`config.mk`:
```
export PLATFORM = sky130hd
export DESIGN_NAME = spi_frame_sequencer_flat
export DESIGN_NICKNAME = d
export VERILOG_FILES = /design/src/rtl/hub75_pkg.sv /design/src/rtl/spi_frame_sequencer_if.sv /design/src/rtl/spi_word_strobe.sv /design/src/rtl/spi_frame_sequencer.sv /design/src/flat_wrapper.sv
export SDC_FILE = /design/constraint.sdc
export NUM_CORES = 1
export LEC_CHECK = 0
export ABC_AREA = 0
export BUFFER_PORTS_ARGS = -buffer_cell sky130_fd_sc_hd__buf_2
export CORE_ASPECT_RATIO = 0.75
export CORE_MARGIN = 4
export CORE_UTILIZATION = 30
export DETAILED_ROUTE_END_ITERATION = 10
export GPL_TIMING_DRIVEN = 0
export PLACE_DENSITY = 0.49
export SLEW_MARGIN = 20
export SYNTH_ARGS = -nofsm -noshare
export SYNTH_HDL_FRONTEND = slang
export SYNTH_SLANG_ARGS = --single-unit
```
`constraint.sdc`:
```
create_clock -name spi_clk -period 2.7 [get_ports spi_clk]
set_input_delay 0.54 -clock spi_clk [delete_from_list [all_inputs] [get_ports spi_clk]]
set_output_delay 0.54 -clock spi_clk [all_outputs]
set_load 0.005 [all_outputs]
```
`src/rtl/hub75_pkg.sv`:
```
// Shared HUB75 definitions: sequencer states, command opcodes and framebuffer address width.
package hub75_pkg;

   typedef enum logic [2:0] {
      SYNC   = 3'd0,
      CMD    = 3'd1,
      BRIGHT = 3'd2,
      PIXELS = 3'd3,
      CHECK  = 3'd4
   } state_t;

   localparam logic [3:0] OP_FRAME  = 4'h1;
   localparam logic [3:0] OP_BRIGHT = 4'h2;

   function automatic int addr_w_of(input int width, input int height);
      return $clog2(width * height);
   endfunction

   localparam int DEFAULT_ADDR_W = addr_w_of(64, 32);

endpackage

```
`src/rtl/spi_frame_sequencer_if.sv`:
```
// Pixel-word input from the SPI slave plus framebuffer/scanner outputs of the sequencer.
interface spi_frame_sequencer_if #(
   parameter int BPP         = 12,
   parameter int ADDR_W      = 11,
   parameter int BRIGHT_BITS = 4
) ();
   logic [BPP-1:0]         pix_data;
   logic                   pix_clk;
   logic [ADDR_W:0]        fb_waddr;
   logic [BPP-1:0]         fb_wdata;
   logic                   fb_we;
   logic                   display_bank;
   logic [BRIGHT_BITS-1:0] brightness;
   logic                   frame_done;
   logic                   checksum_error;
   logic [7:0]             err_count;

   modport master (
      output pix_data, pix_clk,
      input  fb_waddr, fb_wdata, fb_we, display_bank, brightness,
             frame_done, checksum_error, err_count
   );

   modport slave (
      input  pix_data, pix_clk,
      output fb_waddr, fb_wdata, fb_we, display_bank, brightness,
             frame_done, checksum_error, err_count
   );
endinterface

```
`src/rtl/spi_word_strobe.sv`:
```
// pix_clk rising-edge detector; strobe is combinational, word holds the data captured on the last strobe.
module spi_word_strobe #(
   parameter int WIDTH = 12
) (
   input  logic             spi_clk,
   input  logic             reset,
   input  logic             pix_clk,
   input  logic [WIDTH-1:0] pix_data,
   output logic             strobe,
   output logic [WIDTH-1:0] word
);
   logic pix_clk_q;

   assign strobe = pix_clk & ~pix_clk_q;

   always_ff @(posedge spi_clk or posedge reset) begin
      if (reset) begin
         pix_clk_q <= 1'b0;
         word      <= '0;
      end else begin
         pix_clk_q <= pix_clk;
         if (strobe) word <= pix_data;
      end
   end
endmodule

```
`src/rtl/spi_frame_sequencer.sv`:
```
// Sync/command/pixel sequencer feeding the double-buffered HUB75 framebuffer; flips banks per frame.
// Optional trailer checksum check enabled by `FRAME_CHECKSUM_EN.
module spi_frame_sequencer
   import hub75_pkg::*;
#(
   parameter int                       BITS_PER_PIXEL = 12,
   parameter int                       PANEL_WIDTH    = 64,
   parameter int                       PANEL_HEIGHT   = 32,
   parameter logic [BITS_PER_PIXEL-1:0] SYNC_WORD     = 12'hFFF,
   parameter int                       BRIGHT_BITS    = 4
) (
   input  logic                   spi_clk,
   input  logic                   reset,
   spi_frame_sequencer_if.slave   bus
);
   localparam int                ADDR_W   = addr_w_of(PANEL_WIDTH, PANEL_HEIGHT);
   localparam logic [ADDR_W-1:0] LAST_IDX = ADDR_W'(PANEL_WIDTH * PANEL_HEIGHT - 1);

   logic                      strobe;
   logic [BITS_PER_PIXEL-1:0] word_q;
   logic [BITS_PER_PIXEL-1:0] word;

   state_t                 state_q, state_d;
   logic [ADDR_W-1:0]      index_q;
   logic [ADDR_W:0]        fb_waddr_q;
   logic                   fb_we_q, frame_done_q, bank_q;
   logic [BRIGHT_BITS-1:0] brightness_q;
   logic                   is_last, pix_wr, flip, idx_clr, bright_ld;

   // The captured word doubles as fb_wdata: it is valid exactly in the fb_we cycle.
   spi_word_strobe #(.WIDTH(BITS_PER_PIXEL)) u_word_strobe (
      .spi_clk  (spi_clk),
      .reset    (reset),
      .pix_clk  (bus.pix_clk),
      .pix_data (bus.pix_data),
      .strobe   (strobe),
      .word     (word_q)
   );

   assign word    = bus.pix_data;
   assign is_last = (index_q == LAST_IDX);

`ifdef FRAME_CHECKSUM_EN
   logic [BITS_PER_PIXEL-1:0] sum_q;
   logic                      cs_bad, cs_err_q;
   logic [7:0]                err_count_q;
`endif

   always_ff @(posedge spi_clk or posedge reset) begin
      if (reset) state_q <= SYNC;
      else       state_q <= state_d;
   end

   always_comb begin
      state_d = state_q;
      if (strobe) begin
         case (state_q)
            SYNC:    if (word == SYNC_WORD) state_d = CMD;
            CMD: begin
               if (word[3:0] == OP_FRAME)       state_d = PIXELS;
               else if (word[3:0] == OP_BRIGHT) state_d = BRIGHT;
               else                             state_d = SYNC;
            end
            BRIGHT:  state_d = SYNC;
`ifdef FRAME_CHECKSUM_EN
            PIXELS:  if (is_last) state_d = CHECK;
`else
            PIXELS:  if (is_last) state_d = SYNC;
`endif
            default: state_d = SYNC;
         endcase
      end
   end

   always_comb begin
      pix_wr    = strobe && (state_q == PIXELS);
      idx_clr   = strobe && (state_q == CMD) && (word[3:0] == OP_FRAME);
      bright_ld = strobe && (state_q == BRIGHT);
`ifdef FRAME_CHECKSUM_EN
      flip      = strobe && (state_q == CHECK) && (word == sum_q);
      cs_bad    = strobe && (state_q == CHECK) && (word != sum_q);
`else
      flip      = pix_wr && is_last;
`endif
   end

   always_ff @(posedge spi_clk or posedge reset) begin
      if (reset) begin
         index_q      <= '0;
         fb_waddr_q   <= '0;
         fb_we_q      <= 1'b0;
         frame_done_q <= 1'b0;
         bank_q       <= 1'b0;
         brightness_q <= '1;
      end else begin
         fb_we_q      <= pix_wr;
         frame_done_q <= flip;
         // Address uses the pre-flip bank, so the final write lands in the old write bank.
         if (pix_wr) fb_waddr_q <= {~bank_q, index_q};
         if (flip)   bank_q     <= ~bank_q;
         if (idx_clr)                index_q <= '0;
         else if (pix_wr && !is_last) index_q <= index_q + 1'b1;
         if (bright_ld) brightness_q <= word[BRIGHT_BITS-1:0];
      end
   end

`ifdef FRAME_CHECKSUM_EN
   always_ff @(posedge spi_clk or posedge reset) begin
      if (reset) begin
         sum_q       <= '0;
         cs_err_q    <= 1'b0;
         err_count_q <= '0;
      end else begin
         cs_err_q <= cs_bad;
         if (idx_clr)     sum_q <= '0;
         else if (pix_wr) sum_q <= sum_q + word;
         if (cs_bad && err_count_q != 8'hFF) err_count_q <= err_count_q + 8'd1;
      end
   end

   assign bus.checksum_error = cs_err_q;
   assign bus.err_count      = err_count_q;
`else
   assign bus.checksum_error = 1'b0;
   assign bus.err_count      = 8'd0;
`endif

   assign bus.fb_waddr     = fb_waddr_q;
   assign bus.fb_wdata     = word_q;
   assign bus.fb_we        = fb_we_q;
   assign bus.display_bank = bank_q;
   assign bus.brightness   = brightness_q;
   assign bus.frame_done   = frame_done_q;
endmodule

```
`src/flat_wrapper.sv`:
```
// flat-port wrapper written by rule: the top's interface ports become plain ports
module spi_frame_sequencer_flat import hub75_pkg::*;
#(
   parameter int                       BITS_PER_PIXEL = 12,
   parameter int                       PANEL_WIDTH    = 64,
   parameter int                       PANEL_HEIGHT   = 32,
   parameter logic [BITS_PER_PIXEL-1:0] SYNC_WORD     = 12'hFFF,
   parameter int                       BRIGHT_BITS    = 4
)
  (spi_clk, reset, bus_pix_data, bus_pix_clk, bus_fb_waddr, bus_fb_wdata, bus_fb_we, bus_display_bank, bus_brightness, bus_frame_done, bus_checksum_error, bus_err_count);
  spi_frame_sequencer_if #(.BPP(12), .ADDR_W(11), .BRIGHT_BITS(BRIGHT_BITS)) bus_i ();
  input  logic spi_clk;
  input  logic reset;
  input wire logic [$bits(bus_i.pix_data)-1:0] bus_pix_data;
  input wire logic [$bits(bus_i.pix_clk)-1:0] bus_pix_clk;
  output wire logic [$bits(bus_i.fb_waddr)-1:0] bus_fb_waddr;
  output wire logic [$bits(bus_i.fb_wdata)-1:0] bus_fb_wdata;
  output wire logic [$bits(bus_i.fb_we)-1:0] bus_fb_we;
  output wire logic [$bits(bus_i.display_bank)-1:0] bus_display_bank;
  output wire logic [$bits(bus_i.brightness)-1:0] bus_brightness;
  output wire logic [$bits(bus_i.frame_done)-1:0] bus_frame_done;
  output wire logic [$bits(bus_i.checksum_error)-1:0] bus_checksum_error;
  output wire logic [$bits(bus_i.err_count)-1:0] bus_err_count;
  assign bus_i.pix_data = bus_pix_data;
  assign bus_i.pix_clk = bus_pix_clk;
  assign bus_fb_waddr = bus_i.fb_waddr;
  assign bus_fb_wdata = bus_i.fb_wdata;
  assign bus_fb_we = bus_i.fb_we;
  assign bus_display_bank = bus_i.display_bank;
  assign bus_brightness = bus_i.brightness;
  assign bus_frame_done = bus_i.frame_done;
  assign bus_checksum_error = bus_i.checksum_error;
  assign bus_err_count = bus_i.err_count;
  spi_frame_sequencer #(.BITS_PER_PIXEL(BITS_PER_PIXEL), .PANEL_WIDTH(PANEL_WIDTH), .PANEL_HEIGHT(PANEL_HEIGHT), .SYNC_WORD(SYNC_WORD), .BRIGHT_BITS(BRIGHT_BITS)) u_core (.spi_clk(spi_clk), .reset(reset), .bus(bus_i));
endmodule
```
Word level (Yosys, flattened, before mapping)
Index checks and enable logic that the tools add are counted.
{"block": "op_classes", "n_addsub": 1, "eq_ne": 9, "mux": 7, "n_bitwise": 3, "n_reduce_logical": 10}
{"operator": "two-way mux 11 bit", "n": 2}
{"operator": "== test 12 bit, second input constant", "n": 1}
{"operator": "adder 11 x 1 -> 11 bit, second input constant", "n": 1}
{"operator": "== test 11 bit, second input constant", "n": 1}
{"operator": "two-way mux 3 bit", "n": 3}
{"operator": "case mux 3 bit (3 select lines)", "n": 1}
{"operator": "== test 3 x 2 -> 1 bit, second input constant", "n": 2}
{"operator": "logical AND 1 bit", "n": 6}
{"operator": "== test 4 x 1 -> 1 bit, second input constant", "n": 1}
{"operator": "== test 4 x 2 -> 1 bit, second input constant", "n": 1}
{"operator": "!= test 2 x 1 -> 1 bit, second input constant", "n": 2}
{"operator": "== test 3 x 1 -> 1 bit, second input constant", "n": 1}
{"operator": "logical NOT 3 bit", "n": 1}
{"operator": "AND reduction 3 bit", "n": 1}
{"operator": "two-way mux 2 bit", "n": 1}
{"operator": "inverter 1 bit", "n": 2}
{"operator": "nonzero test 2 bit", "n": 1}
{"operator": "AND 1 bit", "n": 1}
{"operator": "logical NOT 1 bit", "n": 1}
{"block": "word_totals", "ff_bits": 46, "out_inout_bits": 40}

Depth between registers and ports, before layout
Gate-level depths: netlist of run 1.
{"block": "logic_depth", "ltp_word": 6, "mapped_depth": 5, "depth_no_buf": 5}

Hierarchy
Synthesis of run 1 repeated with hierarchy kept, for this count alone.
{"block": "hier_totals", "cells_unflattened": 186, "area_unflattened_um2": 2059.5}
{"module": "spi_frame_sequencer", "n_inst": 1, "cells_per_inst": 158, "area_per_inst_um2": 1527.7, "seq_area_each_um2": 805.8}
{"module": "spi_word_strobe", "n_inst": 1, "cells_per_inst": 28, "area_per_inst_um2": 531.8, "seq_area_each_um2": 325.3}

Worst setup path before layout of run 1
Ideal clock, no wire load.
{"block": "synth_path", "kind": "input to register", "from": "input port bus_pix_clk", "to": "register u_core.index_q[5]", "setup_ns": 0.077, "t_arrival_ns": 1.551, "required_time_ns": 2.623, "slack_ns": 1.071, "path_stages": 4, "cell_sequence": "nand4b_2 > or4_1 > or3_1 > a21oi_1"}
{"block": "synth_between", "elab_chain_len": 4, "elab_cells_between_ends": 7, "classes_between": "1 x mux; 1 x bitwise; 5 x reduce/logical"}
{"element": "from (decl)", "line": "flat_wrapper.sv:15", "source": "input wire logic [$bits(bus_i.pix_clk)-1:0] bus_pix_clk;"}
{"element": "AND 1 bit (*)", "line": "spi_word_strobe.sv:14", "source": "assign strobe = pix_clk & ~pix_clk_q;"}
{"element": "logical AND 1 bit, on equally long branches", "line": "spi_frame_sequencer.sv:77, spi_frame_sequencer.sv:76"}
{"element": "logical AND 1 bit, on equally long branches", "line": "spi_frame_sequencer.sv:77, spi_frame_sequencer.sv:102"}
{"element": "two-way mux 11 bit / nonzero test 2 bit (equally long branches)"}
{"element": "to (signal assigned)", "line": "spi_frame_sequencer.sv:102", "source": "else if (pix_wr && !is_last) index_q <= index_q + 1'b1;"}
{"element": "to (decl)", "line": "spi_frame_sequencer.sv:24", "source": "logic [ADDR_W-1:0] index_q;"}
Mark *: on every way between the ends. The rest lies on a longest branch, timed or not.
A chain may end at the register's enable or synchronous reset.

Final worst setup path of run 1
{"block": "layout_path", "from": "register u_core.index_q[0]", "to": "register u_core.state_q[0]"}
{"block": "layout_between", "elab_chain_len": 3}
{"element": "== test 11 bit", "line": "spi_frame_sequencer.sv:41", "source": "assign is_last = (index_q == LAST_IDX);"}
{"element": "!= test 2 x 1 -> 1 bit (no line)"}
{"element": "AND reduction 3 bit (no line)"}
{"element": "to (signal assigned)", "line": "spi_frame_sequencer.sv:51", "source": "else state_q <= state_d;"}
{"element": "to (decl)", "line": "spi_frame_sequencer.sv:23", "source": "state_t state_q, state_d;"}
Every way passes these cells.

==> results.md, run 1 <==
- The buffer depth of the longest clock path is 2.
- The number of buffer and inverter stages on the critical path is 0.
- Headroom to the max-slew limit came out at roughly 64%.
- Based on the critical path, the design can be clocked at up to between 500 and 600 MHz.
- The minimum period implied by the final worst setup slack is approximately 1.9 ns.
- For this block, the initial DRC count from the detailed router was 37.
- The critical path capture point type is a flop.
- The share of cells above drive strength 1 is between 20% and 30%.
- The first TritonRoute pass finished after 4 iterations.
- For the final database, setup skew stands at approximately 0.0090 ns.
- The max-slew violation count is 0.
- For this run, design rule violations remaining after detail routing come to 0.
- In this run, CTS created clock tree buffers numbering 5.
- Clock latency on the worst-skew pair, taken at its later pin, is just under 0.3 ns.
- Once routing completed, OpenROAD measured the worst setup slack at about 0.84 ns.
- After clock tree synthesis, the setup repair step added 0 buffers.
- OpenSTA, run right after detailed placement, puts the worst setup slack at roughly 0.73 ns.
- The flop and latch count out of synthesis is 45.
- Once detail routing completed, the nets flagged for antenna violations numbered 0.
- The via count is roughly 1.6k.
- Entering global routing, the biggest net connects 30 pins.
- STA classifies the critical path startpoint as a flop.
- The wire length of the first global-routing pass is 7383 µm.
- The tree built by TritonCTS fans out to 45 sinks.
- Setup repair after global routing left no endpoint under its margin.
- Post-CTS repair changed the size of 0 cells.
- The number of cells on the critical path is 5.
- Summed over all layers, the routed wires come to 4566 µm.
- The clock tree synthesis step divided the H-tree into 2 levels.
- Of the synthesized area, sequential elements account for between 50 and 60%.
- The finished layout holds 350 standard cells, fillers aside.
- For this configuration, the core starts out at a cell density of a little under a third.
- The worst hold path belongs to the class in -> async.
- After detailed placement, the design holds a cell count of 342.
- The tree is rooted in a sky130_fd_sc_hd__clkbuf_8.
- The completed layout was analyzed and its total power is between 0.001 and 0.0015 W.
- The critical path goes through ha_1, nand3_1, nor3_1, a31oi_1, a41o_1.
- The cell depth of the worst flop-to-flop path is 5.
- The total number of yosys warnings is 0.
- The longest individual stage delay on the worst path is roughly 0.53 ns.
- The summed negative setup slack over all endpoints is 0 ns.
- Summed over all layers, the global routing overflow is 0.
- The hold violation total from the final report was 0.
- The run finished with clean final reports.
- Dividing total power by cell area gives a power density of roughly 540 mW/mm².
- The cell count after synthesis came out at 207.
- The area of the core region is 0.006381 mm².
- In this run, post-CTS hold repair placed 0 buffers.
- Using the TritonRoute via totals, the vias-per-cell ratio works out to 4.491.
- The cell with the largest stage delay on the worst path is sky130_fd_sc_hd__nor3_1.
- The initial antenna violation count came to 0.
- The pin slew with the least headroom to its limit is 0.5366 ns.
- The port buffer count is 45.
- By startpoint and endpoint, the worst setup path is classified as reg -> reg.
- A synthesized cell averages 9.653 µm².
- In this run the horizontal extent of the chip is 102.2 µm.
- At the end of routability-driven placement, the weighted congestion stood at a little under 0.7.
- The total track usage is between 10% and 20%.
- The largest voltage drop on the vdd net is around 0.22 mV.
- The number of placed I/O pins is 55.
- The maximum fanout along the worst path is 8.
- Setup violations remaining at the end of the flow were counted as 0.
- The die covers just over 0.008 mm².
- The total number of nets in the final design is 284.
- The required time reported for the critical path endpoint is 2.88 ns.
- Summed over all cells, the static leakage comes to ~1.3 nW.
- Counting the fill cells in the layout gives between 600 and 700.
- Counting flops with an async set or reset pin after synthesis yields a share of 100.0%.
- Detailed placement ended at an HPWL of approximately 3400 µm.
- Data on the critical path arrives at its endpoint at between 2 and 2.5 ns.
- The clock transition at the registers of the reported paths is 0.09 ns.
- The die is approximately 80 µm tall.
- Dividing the final minimum period by the clock period gives ~70%.
- After synthesis, the netlist uses around 40 different library cells.
- The combined area of all synthesized cells is ~0.002 mm².
- The average wire per standard cell is about 13 µm.
- TritonCTS built the clock tree.
- The number of flops mapped to enable cells by yosys is 0.
- The tool flagged a number of max-cap violations equal to 0.
- The via count of the first global-routing pass is approximately 1.4k.
- The commonest register cell after synthesis is sky130_fd_sc_hd__dfrtp_1.
- The number of antenna cells inserted is 0.
- In this run the core area contains 25 standard-cell rows.
- The area growth from synthesis to layout is 23.92%.
- In this design, the largest share of critical-path delay is due to simple AND/OR/NAND/NOR gates.
==> power breakdown <==
| part | total (W) | switching [W] | internal (W) |
|---|---|---|---|
| clock network | 0.000465 | 0.000233 | 0.000232 |
| registers | 0.000733 | 0.0000181 | 0.000715 |
| logic | 0.000128 | 0.0000668 | 0.0000611 |
| total | 0.00133 | 0.000318 | 0.00101 |
==> registers in the layout, summed over array words and instances, names as in the netlist <==
signal	cells
u_core.index_q	11
u_core.bus.display_bank	1
u_core.u_word_strobe.word	12
u_core.u_word_strobe.pix_clk_q	1
u_core.bus.fb_waddr	12
u_core.bus.brightness	4
u_core.state_q	2
u_core.bus.fb_we	1
u_core.bus.frame_done	1
==> per-layer routing <==
| layer | vias up | global-route usage, % | wire [µm] |
|---|---|---|---|
| met5 | - | 0 | 0 |
| met2 | 26 | 16.34 | 1941 |
| met3 | 2 | 2.842 | 175 |
| met1 | 744 | 17.97 | 2415 |
| li1 | 800 | - | - |
| met4 | 0 | 3.932 | 34 |
==> stage by stage <==
stage / cell area, µm² / utilization, % / hold slack [ns]
floorplan: 2028 / - / 0.4697
global placement: 2355 / 36.90 / 0.4565
detailed placement: 2375 / 37.22 / 0.4598
CTS: 2476 / 38.80 / 0.2258
global route: 2476 / 38.80 / 0.2449
finish: 2476 / 38.80 / 0.2245
==> area by class of cell <==
cell class	count	area (µm²)	area share [%]
flip-flops and latches	45	1131	45.68
multi-input cells	152	794.5	32.09
repair buffers	46	245.2	9.904
well taps	81	101.3	4.093
clock buffers	7	96.34	3.891
plain buffers	14	87.58	3.537
inverters	4	15.01	0.6064
clock inverters	1	5.005	0.2021
==> final timing paths <==
kind	start	endpoint	slack, ns
worst max register to register	u_core.index_q[0]	u_core.state_q[0]	0.84
worst min register to register	u_core.bus.fb_waddr[8]	u_core.bus.fb_waddr[8]	0.48
min in group spi_clk	bus_pix_clk	u_core.u_word_strobe.pix_clk_q	0.42
worst max-delay path	u_core.index_q[0]	u_core.state_q[0]	0.84
worst min-delay path	reset	u_core.u_word_strobe.word[9]	0.22
max in group asynchronous	reset	u_core.u_word_strobe.word[10]	1.99
==> worst reg2reg max path: stages, from the launching register on <==
cell and delay (ns):
sky130_fd_sc_hd__dfrtp_1 0.42, sky130_fd_sc_hd__ha_1 0.19, sky130_fd_sc_hd__nand3_1 0.25, sky130_fd_sc_hd__nor3_1 0.53, sky130_fd_sc_hd__a31oi_1 0.16, sky130_fd_sc_hd__a41o_1 0.21
==> cell families (layout without fill, tap and decap cells) <==
| group | Yosys count | after routing | synth area share, % |
|---|---|---|---|
| xor gates and xnor gates | 4 | 4 | 1.754 |
| other | 1 | 9 | 0.1877 |
| buffers and inverters | 18 | 72 | 5.134 |
| adders and majority gates | 1 | 1 | 0.6261 |
| muxes | 8 | 8 | 4.258 |
| AOI/OAI and AO/OA | 19 | 19 | 7.076 |
| DFF | 45 | 45 | 56.61 |
| and+or+nand+nor | 111 | 111 | 24.36 |
==> cell usage after synthesis (all sizes together), types with 2 or more instances <==
library cell / count / share of area (%)
nand3: 5 / 1.3
dfrtp: 41 / 51
and3: 2 / 0.63
nand2b: 2 / 0.63
nor3: 4 / 1.0
mux2: 4 / 2.3
o21ai: 5 / 1.3
mux2i: 4 / 2.0
buf: 11 / 3.8
inv: 4 / 0.75
xnor2: 3 / 1.3
a31oi: 3 / 0.94
nor4: 2 / 0.63
nand2: 81 / 15
nor2: 4 / 0.75
dfstp: 4 / 5.3
clkbuf: 3 / 0.56
nor2b: 2 / 0.63
nand4: 3 / 0.94
==> placed cells by master, fill, tap and decap left out, types with 3 or more instances in the layout <==
| master | n |
|---|---|
| sky130_fd_sc_hd__dfstp_2 | 4 |
| sky130_fd_sc_hd__nor2_1 | 4 |
| sky130_fd_sc_hd__nand4_1 | 3 |
| sky130_fd_sc_hd__a31oi_1 | 3 |
| sky130_fd_sc_hd__nor3_1 | 4 |
| sky130_fd_sc_hd__inv_1 | 3 |
| sky130_fd_sc_hd__buf_4 | 9 |
| sky130_fd_sc_hd__clkbuf_8 | 7 |
| sky130_fd_sc_hd__nand3_1 | 5 |
| sky130_fd_sc_hd__buf_2 | 46 |
| sky130_fd_sc_hd__dfrtp_1 | 41 |
| sky130_fd_sc_hd__clkbuf_1 | 3 |
| sky130_fd_sc_hd__mux2i_1 | 4 |
| sky130_fd_sc_hd__mux2_2 | 4 |
| sky130_fd_sc_hd__xnor2_1 | 3 |
| sky130_fd_sc_hd__nand2_1 | 81 |
| sky130_fd_sc_hd__o21ai_0 | 5 |
| sky130_fd_sc_hd__conb_1 | 9 |
No activity file was read; power rests on OpenSTA's default activity.
==> run 2, diff against run 1 <==
--- a/config.mk
+++ b/config.mk
@@ -5,14 +5,14 @@
 export SDC_FILE = /design/constraint.sdc
 export NUM_CORES = 1
 export LEC_CHECK = 0
-export ABC_AREA = 0
+export ABC_AREA = 1
 export BUFFER_PORTS_ARGS = -buffer_cell sky130_fd_sc_hd__buf_2
 export CORE_ASPECT_RATIO = 0.75
 export CORE_MARGIN = 4
 export CORE_UTILIZATION = 30
 export DETAILED_ROUTE_END_ITERATION = 10
 export GPL_TIMING_DRIVEN = 0
-export PLACE_DENSITY = 0.49
+export PLACE_DENSITY = 0.5
 export SLEW_MARGIN = 20
 export SYNTH_ARGS = -nofsm -noshare
 export SYNTH_HDL_FRONTEND = slang
==> constraint.sdc (replaced) <==
create_clock -name spi_clk -period 1.7 [get_ports spi_clk]
set_input_delay 0.34 -clock spi_clk [delete_from_list [all_inputs] [get_ports spi_clk]]
set_output_delay 0.34 -clock spi_clk [all_outputs]
set_load 0.005 [all_outputs]
==> results.md, run 2 <==
- The run finished with clean final reports.
- The post-cts repair resize count is 0 (unchanged).
- The maximum fanout along the worst path came to 10 (+2).
- The static leakage power is 1.454 nW (+7.9%).
- The worst-case setup margin in the final layout is 0.1906 ns (-0.6524 ns).
- The kind of start point of the critical path is a flop.
- The number of failing setup endpoints in the final timing report was 0 (unchanged).
- The cell depth of the worst flop-to-flop path is 9 (+4).
- The combinational family with the most area after synthesis is simple AND/OR/NAND/NOR gates.
- The total die area was 0.008730 mm² (+8.5%).
- The overall routed net length is 4788 µm (+4.9%).
- The arrival time at the worst endpoint is 1.69 ns (-0.35 ns).
- The combined area of all synthesized cells was 0.002186 mm² (+9.4%).
- The maximum clock frequency is 662.5 MHz (+23%).
- The number of antenna cells inserted is 0 (unchanged).
- The horizontal extent of the die is 106.6 µm (+4.2%).
- The library cell used most frequently in the layout, excluding fill and tap cells, is sky130_fd_sc_hd__nand2_1.
- The average wire per standard cell came to 11.40 µm (-13%).
- The critical path capture point type is a flop.
- The detailed-router iteration count before antenna repair is 4 (unchanged).
- The tightest hold margin was 0.03151 ns (-0.1930 ns).
- The hold violation total from the final report is 0 (unchanged).
- In the post-synthesis netlist, the biggest area contributors are sky130_fd_sc_hd__dfrtp_1 47%, sky130_fd_sc_hd__nand2_1 15%, sky130_fd_sc_hd__dfstp_2 4.8%.
- CTS placed an instance of sky130_fd_sc_hd__clkbuf_8 at the clock tree root.
- The largest voltage drop on the vdd net is 0.3991 mV (+84%).
- The TritonCTS clock tree is yes.
- The number of flops mapped to enable cells by yosys is 0 (unchanged).
- The average footprint of a synthesized cell came to 8.407 µm² (-13%).
- The synthesized instance count came to 260 (+26%).
- Setup repair after global routing left no endpoint under its margin.
- The type of the worst setup path is reg -> reg.
- The detailed-route wire length on metal 1 came to 2521 µm (+4.4%).
- The standard-cell row count came to 26 (+4.0%).
- The via count is 1741 (+11%).
- Following the worst setup path forward leads to its endpoint at u_core.index_q[6].
- The area occupied by multi-input gates came to 872.1 µm² (+9.8%).
- The wire length of the first global-routing pass is 8073 µm (+9.3%).
- The clock sink total was 45 (unchanged).
- The endpoint identified for the worst register-to-register timing path is u_core.index_q[6].
- The highest signal layer in the routed design is met4.
- The buffer depth of the longest clock path was 2 (unchanged).
- sky130_fd_sc_hd__dfrtp_1 takes more of the synthesized area than any other cell.
- The power density over the cells is 1015 mW/mm² (+90%).
- Sorting the synthesized cells by how often they occur yields 87 x sky130_fd_sc_hd__nand2_1, 41 x sky130_fd_sc_hd__dfrtp_1, 22 x sky130_fd_sc_hd__inv_1.
- The port buffer count is 45 (unchanged).
- The fraction of the mapped netlist area in adder cells is 0.5724% (-0.054 points).
- The placed standard-cell area is 0.002584 mm² (+8.8%).
- The portion of the post-synthesis area used by sequential elements is 51.75% (-4.9 points).
- Relative to the synthesized area, the layout overhead comes to 23.30%.
- The largest net degree at the start of global routing is 28 (-6.7%).
- The clock buffer count from CTS came to 5 (unchanged).
- The utilization of the core after routing is 38.89% (+0.091 points).
- The final cycle utilization of the critical path was 88.79% (+20 points).
- The top cell type's share of synthesized area came to 46.94% (-4.4 points).
- The pre-CTS worst setup slack is 0.1778 ns (-0.5558 ns).
- The required time reported for the critical path endpoint is 1.88 ns (-1.00 ns).
- Among all flip-flop cells after synthesis, the most frequent one is sky130_fd_sc_hd__dfrtp_1.
- In the layout the commonest cells are 87 x sky130_fd_sc_hd__nand2_1, 47 x sky130_fd_sc_hd__buf_2, 41 x sky130_fd_sc_hd__dfrtp_1.
- The minimum period implied by the final worst setup slack came to 1.509 ns (-0.3476 ns).
- The total track usage is 11.74% (-0.13 points).
- The final setup skew was 0.01131 ns (+0.002286 ns).
- The simple-gate area share of the yosys netlist is 28.56% (+4.2 points).
- The number of placed I/O pins is 55 (unchanged).
- The share of cells above drive strength 1 is 30.75% (+2.9 points).
- The portion of netlist area occupied by mux cells is 0% (-4.3 points).
- The worst-case register-to-register setup slack is 0.19 ns (-0.65 ns).
- The post-DP HPWL is 3637 µm (+8.5%).
- The met2 routed wirelength is 1949 µm (+0.41%).
- The final estimated routing congestion in global placement was 0.8578 (+24%).
- The number of H-tree levels was 2 (unchanged).
- The via density per instance was 4.145 (-7.7%).
- The count of unique library cells instantiated by Yosys is 26 (-37%).
- The via count of the first global-routing pass was 1659 (+15%).
- The number of filler cells placed in the layout is 734 (+6.1%).
- The initial antenna violation count is 0 (unchanged).
- The share of the synthesized netlist area taken by xor and xnor gates came to 2.003% (+0.25 points).
- The max-capacitance violation count is 0 (unchanged).
- The clock transition at the registers of the reported paths is 0.09 ns (about the same).
- The insertion delay of the later-clocked pin in the worst-skew pair was 0.30 ns (about the same).
- The type of the tightest min-delay check is in -> async.
- The complex-gate fraction of the synthesized area is 7.212% (+0.14 points).
- The starting utilization of the core area came to 31.55% (+0.23 points).
- The summed area of non-filler cells in the final layout is 0.002695 mm² (+8.8%).
- The area of the core region is 0.006929 mm² (+8.6%).
- The async set-or-reset flop fraction in the synthesized netlist is 100.0% (unchanged).
- The final global-route overflow total is 0 (unchanged).
- The routed wire length on met3 is 247 µm (+41%).
- The origin of the worst setup path is u_core.index_q[0].
- The remaining design rule violation count is 0 (unchanged).
- The flop and latch count out of synthesis is 45 (unchanged).
- The chip height is 81.93 µm (+4.1%).
- In the post-synthesis netlist, the cell with the most instances is sky130_fd_sc_hd__nand2_1.
- The max-slew violation count is 0 (unchanged).
- The total number of nets in the final design is 337 (+19%).
- The footprint of the flip-flops and latches is 0.001131 mm² (unchanged).
- The total number of yosys warnings came to 0 (unchanged).
- The buffers inserted during post-CTS setup optimization is 0 (unchanged).
- The startpoint identified for the worst register-to-register timing path is u_core.index_q[0].
- The number of nets still failing antenna checks after routing is 0 (unchanged).
- The number of buffers added to fix hold violations after cts is 0 (unchanged).
- The starting DRC count in detailed routing is 59 (+59%).
[run 2: changes by cell type after synthesis, moves of 5 or more]
cell and delta:
sky130_fd_sc_hd__inv_2 +5, sky130_fd_sc_hd__nand2_1 +6, sky130_fd_sc_hd__nand2_2 +8, sky130_fd_sc_hd__o21ai_2 +6, sky130_fd_sc_hd__o21ai_1 +11, sky130_fd_sc_hd__nand3_1 +8
sky130_fd_sc_hd__nor2_1 +13, sky130_fd_sc_hd__o21ai_0 +5, sky130_fd_sc_hd__inv_1 +18
[run 2: how the worst min path moves through the flow]
stage	start	endpoint	slack [ns]	cells after the start
2_1_floorplan	bus_pix_clk	u_core.u_word_strobe.pix_clk_q	0.37	0
3_3_place_gp	u_core.u_word_strobe.word[9]	u_core.u_word_strobe.word[9]	0.45	2
3_5_place_dp	reset	u_core.bus.fb_waddr[11]	0.37	2
4_1_cts	reset	u_core.bus.fb_waddr[8]	0.04	2
5_1_grt	reset	u_core.bus.fb_waddr[3]	0.06	2
6_report	reset	u_core.bus.fb_waddr[8]	0.03	2
[run 2: area by class of cell]
| cell class | instances | area share [%] |
|---|---|---|
| sequential | 45 | 41.97 |
| multi-input combinational | 181 | 32.36 |
| timing repair buffer | 46 | 9.099 |
| tap | 98 | 4.550 |
| inverter | 28 | 3.993 |
| buffer | 14 | 3.900 |
| clock buffer | 6 | 2.693 |
| clock inverter | 2 | 1.439 |
[run 2: kinds of logic after synthesis]
logic type                 count (synthesis)
DFF                                       45
and+or+nand+nor                          139
buffers and inverters                     42
xor gates and xnor gates                   5
other                                      1
AOI/OAI and AO/OA                         27
adders and majority gates                  1
[run 2: through the flow]
step,power [W],instances,setup TNS [ns]
final,0.002736,420,0
after global routing,0.002931,420,0
after CTS,0.002777,420,0
after detailed placement,0.001942,412,0
after global placement,0.001931,411,-15.84
after floorplan,0.001753,268,0
[run 2: where the power goes]
group | internal, W | switching [W] | total (W)
logic | 0.000243 | 0.000381 | 0.000625
clock network | 0.000442 | 0.000376 | 0.000818
registers | 0.00119 | 0.000101 | 0.00129
[run 2: metal layers]
| metal | GRT usage [%] | up-vias |
|---|---|---|
| met1 | 16.84 | 782 |
| met5 | 0 | - |
| met3 | 2.514 | 7 |
| met4 | 4.215 | 0 |
| li1 | - | 912 |
| met2 | 17.46 | 40 |
[run 2: critical path, stage by stage, from the launching register on]
cell	delay [ns]
sky130_fd_sc_hd__dfrtp_1	0.38
sky130_fd_sc_hd__ha_1	0.21
sky130_fd_sc_hd__nand2_1	0.07
sky130_fd_sc_hd__nor2_1	0.16
sky130_fd_sc_hd__nand3_2	0.15
sky130_fd_sc_hd__nand2_2	0.11
sky130_fd_sc_hd__nand2_4	0.06
sky130_fd_sc_hd__buf_12	0.14
sky130_fd_sc_hd__nand2_2	0.06
sky130_fd_sc_hd__o21ai_2	0.04
==> run 3, diff against run 2 <==
--- a/config.mk
+++ b/config.mk
@@ -16,4 +16,5 @@
 export SLEW_MARGIN = 20
 export SYNTH_ARGS = -nofsm -noshare
 export SYNTH_HDL_FRONTEND = slang
+export SYNTH_HIERARCHICAL = 1
 export SYNTH_SLANG_ARGS = --single-unit
==> results.md, run 3 <==
- The global routing stage identified its most utilized layer as met1.
- The final setup skew was 0.01418 ns (+0.002873 ns).
- Of all cell types, the one taking the most synthesized area is sky130_fd_sc_hd__dfrtp_1.
- The critical path goes through inv_2, nand2_2, buf_6, clkinvlp_4, buf_4, nand3_1, mux2_2.
- The worst-case setup margin in the final layout is 0.1131 ns (-0.07755 ns).
- The combined area of all synthesized cells came to 0.002217 mm² (+1.4%).
- The arrival time at the worst endpoint is 1.81 ns (+0.12 ns).
- The total track usage was 12.30% (+0.57 points).
- The number of placed I/O pins is 55 (unchanged).
- In this run the worst setup path begins at u_core/u_word_strobe/pix_clk_q.
- The maximum clock frequency was 630.2 MHz (-4.9%).
- The final estimated routing congestion in global placement is 0.7750 (-9.7%).
- The utilization of the core after routing is 39.20% (+0.30 points).
- The total number of nets in the final design is 336 (-0.30%).
- The insertion delay of the later-clocked pin in the worst-skew pair is 0.30 ns (about the same).
- The average wire per standard cell is 12.02 µm (+5.4%).
- The power density over the cells is 1045 mW/mm² (+3.0%).
- The clock sink total is 45 (unchanged).
- The via count was 1759 (+1.0%).
- The share of cells above drive strength 1 came to 31.78% (+1.0 points).
- The commonest non-fill, non-tap cell in the layout is sky130_fd_sc_hd__nand2_1.
- The via density per instance is 4.198 (+1.3%).
- The average footprint of a synthesized cell is 8.627 µm² (+2.6%).
- The number of failing setup endpoints in the final timing report is 0 (unchanged).
- The horizontal extent of the die came to 107.3 µm (+0.66%).
- Ranked by total cell area, the synthesized netlist is headed by sky130_fd_sc_hd__dfrtp_1 46%, sky130_fd_sc_hd__nand2_1 14%, sky130_fd_sc_hd__nand3_1 6.1%.
- The switching component of the power was 0.0009189 W (+7.0%).
- The type of the tightest min-delay check is in -> async.
- The initial antenna violation count is 0 (unchanged).
- The largest voltage drop on the vdd net is 0.4266 mV (+6.9%).
- The static leakage power is 1.519 nW (+4.5%).
- The number of flops mapped to enable cells by yosys is 0 (unchanged).
- The max-slew violation count came to 0 (unchanged).
- The port buffer count is 45 (unchanged).
- The clock share of power is 27.9% (-2.0 points).
- The number of nets still failing antenna checks after routing is 0 (unchanged).
- The worst register-to-register path begins at u_core/u_word_strobe/pix_clk_q.
- Ranked by instance count, the synthesized netlist is headed by 85 x sky130_fd_sc_hd__nand2_1, 41 x sky130_fd_sc_hd__dfrtp_1, 27 x sky130_fd_sc_hd__nand3_1.
- The critical path is of the reg -> reg type.
- The switching share of power is 32.07% (+0.68 points).
- The total die area was 0.008844 mm² (+1.3%).
- The final global-route overflow total is 0 (unchanged).
- The detailed-router iteration count before antenna repair was 4 (unchanged).
- The async set-or-reset flop fraction in the synthesized netlist is 100.0% (unchanged).
- The area of the core region is 0.006994 mm² (+0.94%).
- The starting DRC count in detailed routing is 143 (+140%).
- The hold violation total from the final report is 0 (unchanged).
- The top cell type's share of synthesized area is 46.28% (-0.66 points).
- The synthesized instance count is 257 (-1.2%).
- The max-capacitance violation count is 0 (unchanged).
- The cell chosen for the clock root is sky130_fd_sc_hd__clkbuf_8.
- The kind of start point of the critical path is a flop.
- The longest individual stage delay on the worst path came to 0.37 ns (about the same).
- The final cycle utilization of the critical path came to 93.35% (+4.6 points).
- TritonCTS built the clock tree.
- The worst slew slack as a fraction of its limit is a little over half.
- The starting utilization of the core area is 31.70% (+0.15 points).
- Among all cell types in the netlist, the one instantiated most often is sky130_fd_sc_hd__nand2_1.
- The pre-CTS worst setup slack is -0.1012 ns (-0.2791 ns).
- The required time reported for the critical path endpoint is 1.92 ns (+0.04 ns).
- The largest net degree at the start of global routing is 33 (+18%).
- The clock transition at the registers of the reported paths is 0.08 ns (about the same).
- The wire length of the first global-routing pass is 8438 µm (+4.5%).
- The number of H-tree levels was 2 (unchanged).
- The pin slew with the least headroom to its limit is a little under 0.7 ns.
- In the layout the commonest cells are 85 x sky130_fd_sc_hd__nand2_1, 45 x sky130_fd_sc_hd__buf_2, 41 x sky130_fd_sc_hd__dfrtp_1.
- The standard-cell row count is 26 (unchanged).
- The total number of yosys warnings is 6 (+6).
- The area growth from synthesis to layout is 23.65%.
- The sequential power share was 46.8% (-0.5 points).
- The clock buffer count from CTS is 5 (unchanged).
- The minimum period implied by the final worst setup slack is 1.587 ns (+0.07755 ns).
- Among all flip-flop cells after synthesis, the most frequent one is sky130_fd_sc_hd__dfrtp_1.
- The met1 track demand over resource is 17.90% (+1.1 points).
- The combinational fraction of design power came to 25.3% (+2.5 points).
- The routing usage on met3 was 2.953% (+0.44 points).
- Setup repair after global routing left no endpoint under its margin.
- The worst-case register-to-register setup slack was 0.11 ns (-0.08 ns).
- The flow ran to the end, and the final reports show no timing, DRC or antenna violations.
- The buffer depth of the longest clock path came to 2 (unchanged).
- The met2 usage is 17.85% (+0.39 points).
- The via count of the first global-routing pass is 1739 (+4.8%).
- The portion of the post-synthesis area used by sequential elements is 51.02% (-0.73 points).
- The number of antenna cells inserted is 0 (unchanged).
- The internal power is 0.001947 W (+3.7%).
- The post-DP HPWL is 3804 µm (+4.6%).
- The flop and latch count out of synthesis was 45 (unchanged).
- The tightest hold margin was 0.07749 ns (+0.04598 ns).
- The cell depth of the worst flop-to-flop path is 7 (-2).
- The overall routed net length is 5035 µm (+5.2%).
- The worst setup path is captured at a flop.
- The maximum fanout along the worst path is 10 (unchanged).
- The chip height came to 82.45 µm (+0.64%).
- The remaining design rule violation count is 0 (unchanged).
- The worst register-to-register path ends at u_core/bus.brightness[2].
- The largest individual stage delay along the critical path comes from the cell sky130_fd_sc_hd__mux2_2.
- The count of unique library cells instantiated by Yosys is 26 (unchanged).
-- run 3: changes by cell type after synthesis, sizes merged --
cell / change
nand3: +14
nand2: -8
nand4: +1
inv: -3
xor2: +1
clkinv: +1
o21ai: -9
clkbuf: -2
a21oi: +1
buf: +2
nor2: -3
mux2: +2
-- run 3: logic make-up (layout without fill, tap and decap cells) --
family / Yosys count / count (layout) / synth area share, %
and+or+nand+nor: 143 / 143 / 29.01
DFF: 45 / 45 / 51.02
buffers and inverters: 40 / 96 / 9.876
AOI/OAI and AO/OA: 19 / 19 / 5.981
xor gates and xnor gates: 6 / 6 / 2.370
muxes: 2 / 2 / 1.016
adders and majority gates: 1 / 1 / 0.5642
other: 1 / 9 / 0.1691
-- run 3: how the worst max path moves through the flow --
stage,to
floorplan,u_core/bus.fb_waddr[11]
global placement,u_core/index_q[7]
detailed placement,u_core/index_q[9]
CTS,u_core/index_q[9]
global route,u_core/bus.fb_waddr[5]
finish,u_core/bus.brightness[2]
-- run 3: cell type report --
| type | instances | area, µm² |
|---|---|---|
| clock inverter | 2 | 38.79 |
| timing repair buffer | 48 | 247.7 |
| fill | 736 | 4253 |
| inverter | 26 | 106.4 |
| buffer | 14 | 116.4 |
| sequential | 45 | 1131 |
| clock buffer | 6 | 72.57 |
| tap | 98 | 122.6 |
| multi-input combinational | 180 | 905.9 |
-- run 3: timing repair --
item                       4_1_cts  5_1_grt
gates resized for setup          0        3
hold buffers                     0        0
setup endpoints to repair       14       23
pin swaps                        1        1
setup buffers                    2        1
hold endpoints to repair         0        0
-- run 3: power groups by stage --
stage          clock (W)  sequential (W)  combinational (W)
3_3_place_gp           0         0.00136           0.000707
3_5_place_dp           0         0.00136           0.000720
2_1_floorplan          0         0.00134           0.000512
6_report        0.000799         0.00134           0.000726
4_1_cts         0.000839         0.00134           0.000725
5_1_grt         0.000878         0.00137           0.000830
-- run 3: through the flow --
stage               instances  power (W)  cell area (µm²)  TNS (ns)
finish                    419   0.002865             2741         0
global placement          408   0.002064             2595    -1.227
global route              419   0.003072             2741         0
CTS                       418   0.002902             2721         0
detailed placement        408   0.002078             2595    -1.373
floorplan                 265   0.001857             2247         0
-- run 3: per-layer routing --
metal | routed length (µm) | share of wire, % | vias to the layer above
li1 | - | - | 915
met1 | 2660 | 53 | 807
met2 | 2090 | 42 | 32
met3 | 223 | 4.4 | 5
met4 | 60 | 1.2 | 0
met5 | 0 | 0 | -
-- run 3: critical path: cells and delay by family, from the launching register on --
kind                   cells  cell delay [ns]
multiplexers               1             0.37
flip-flops                 1             0.34
buffers and inverters      4             0.54
AND/OR/NAND/NOR            2             0.29
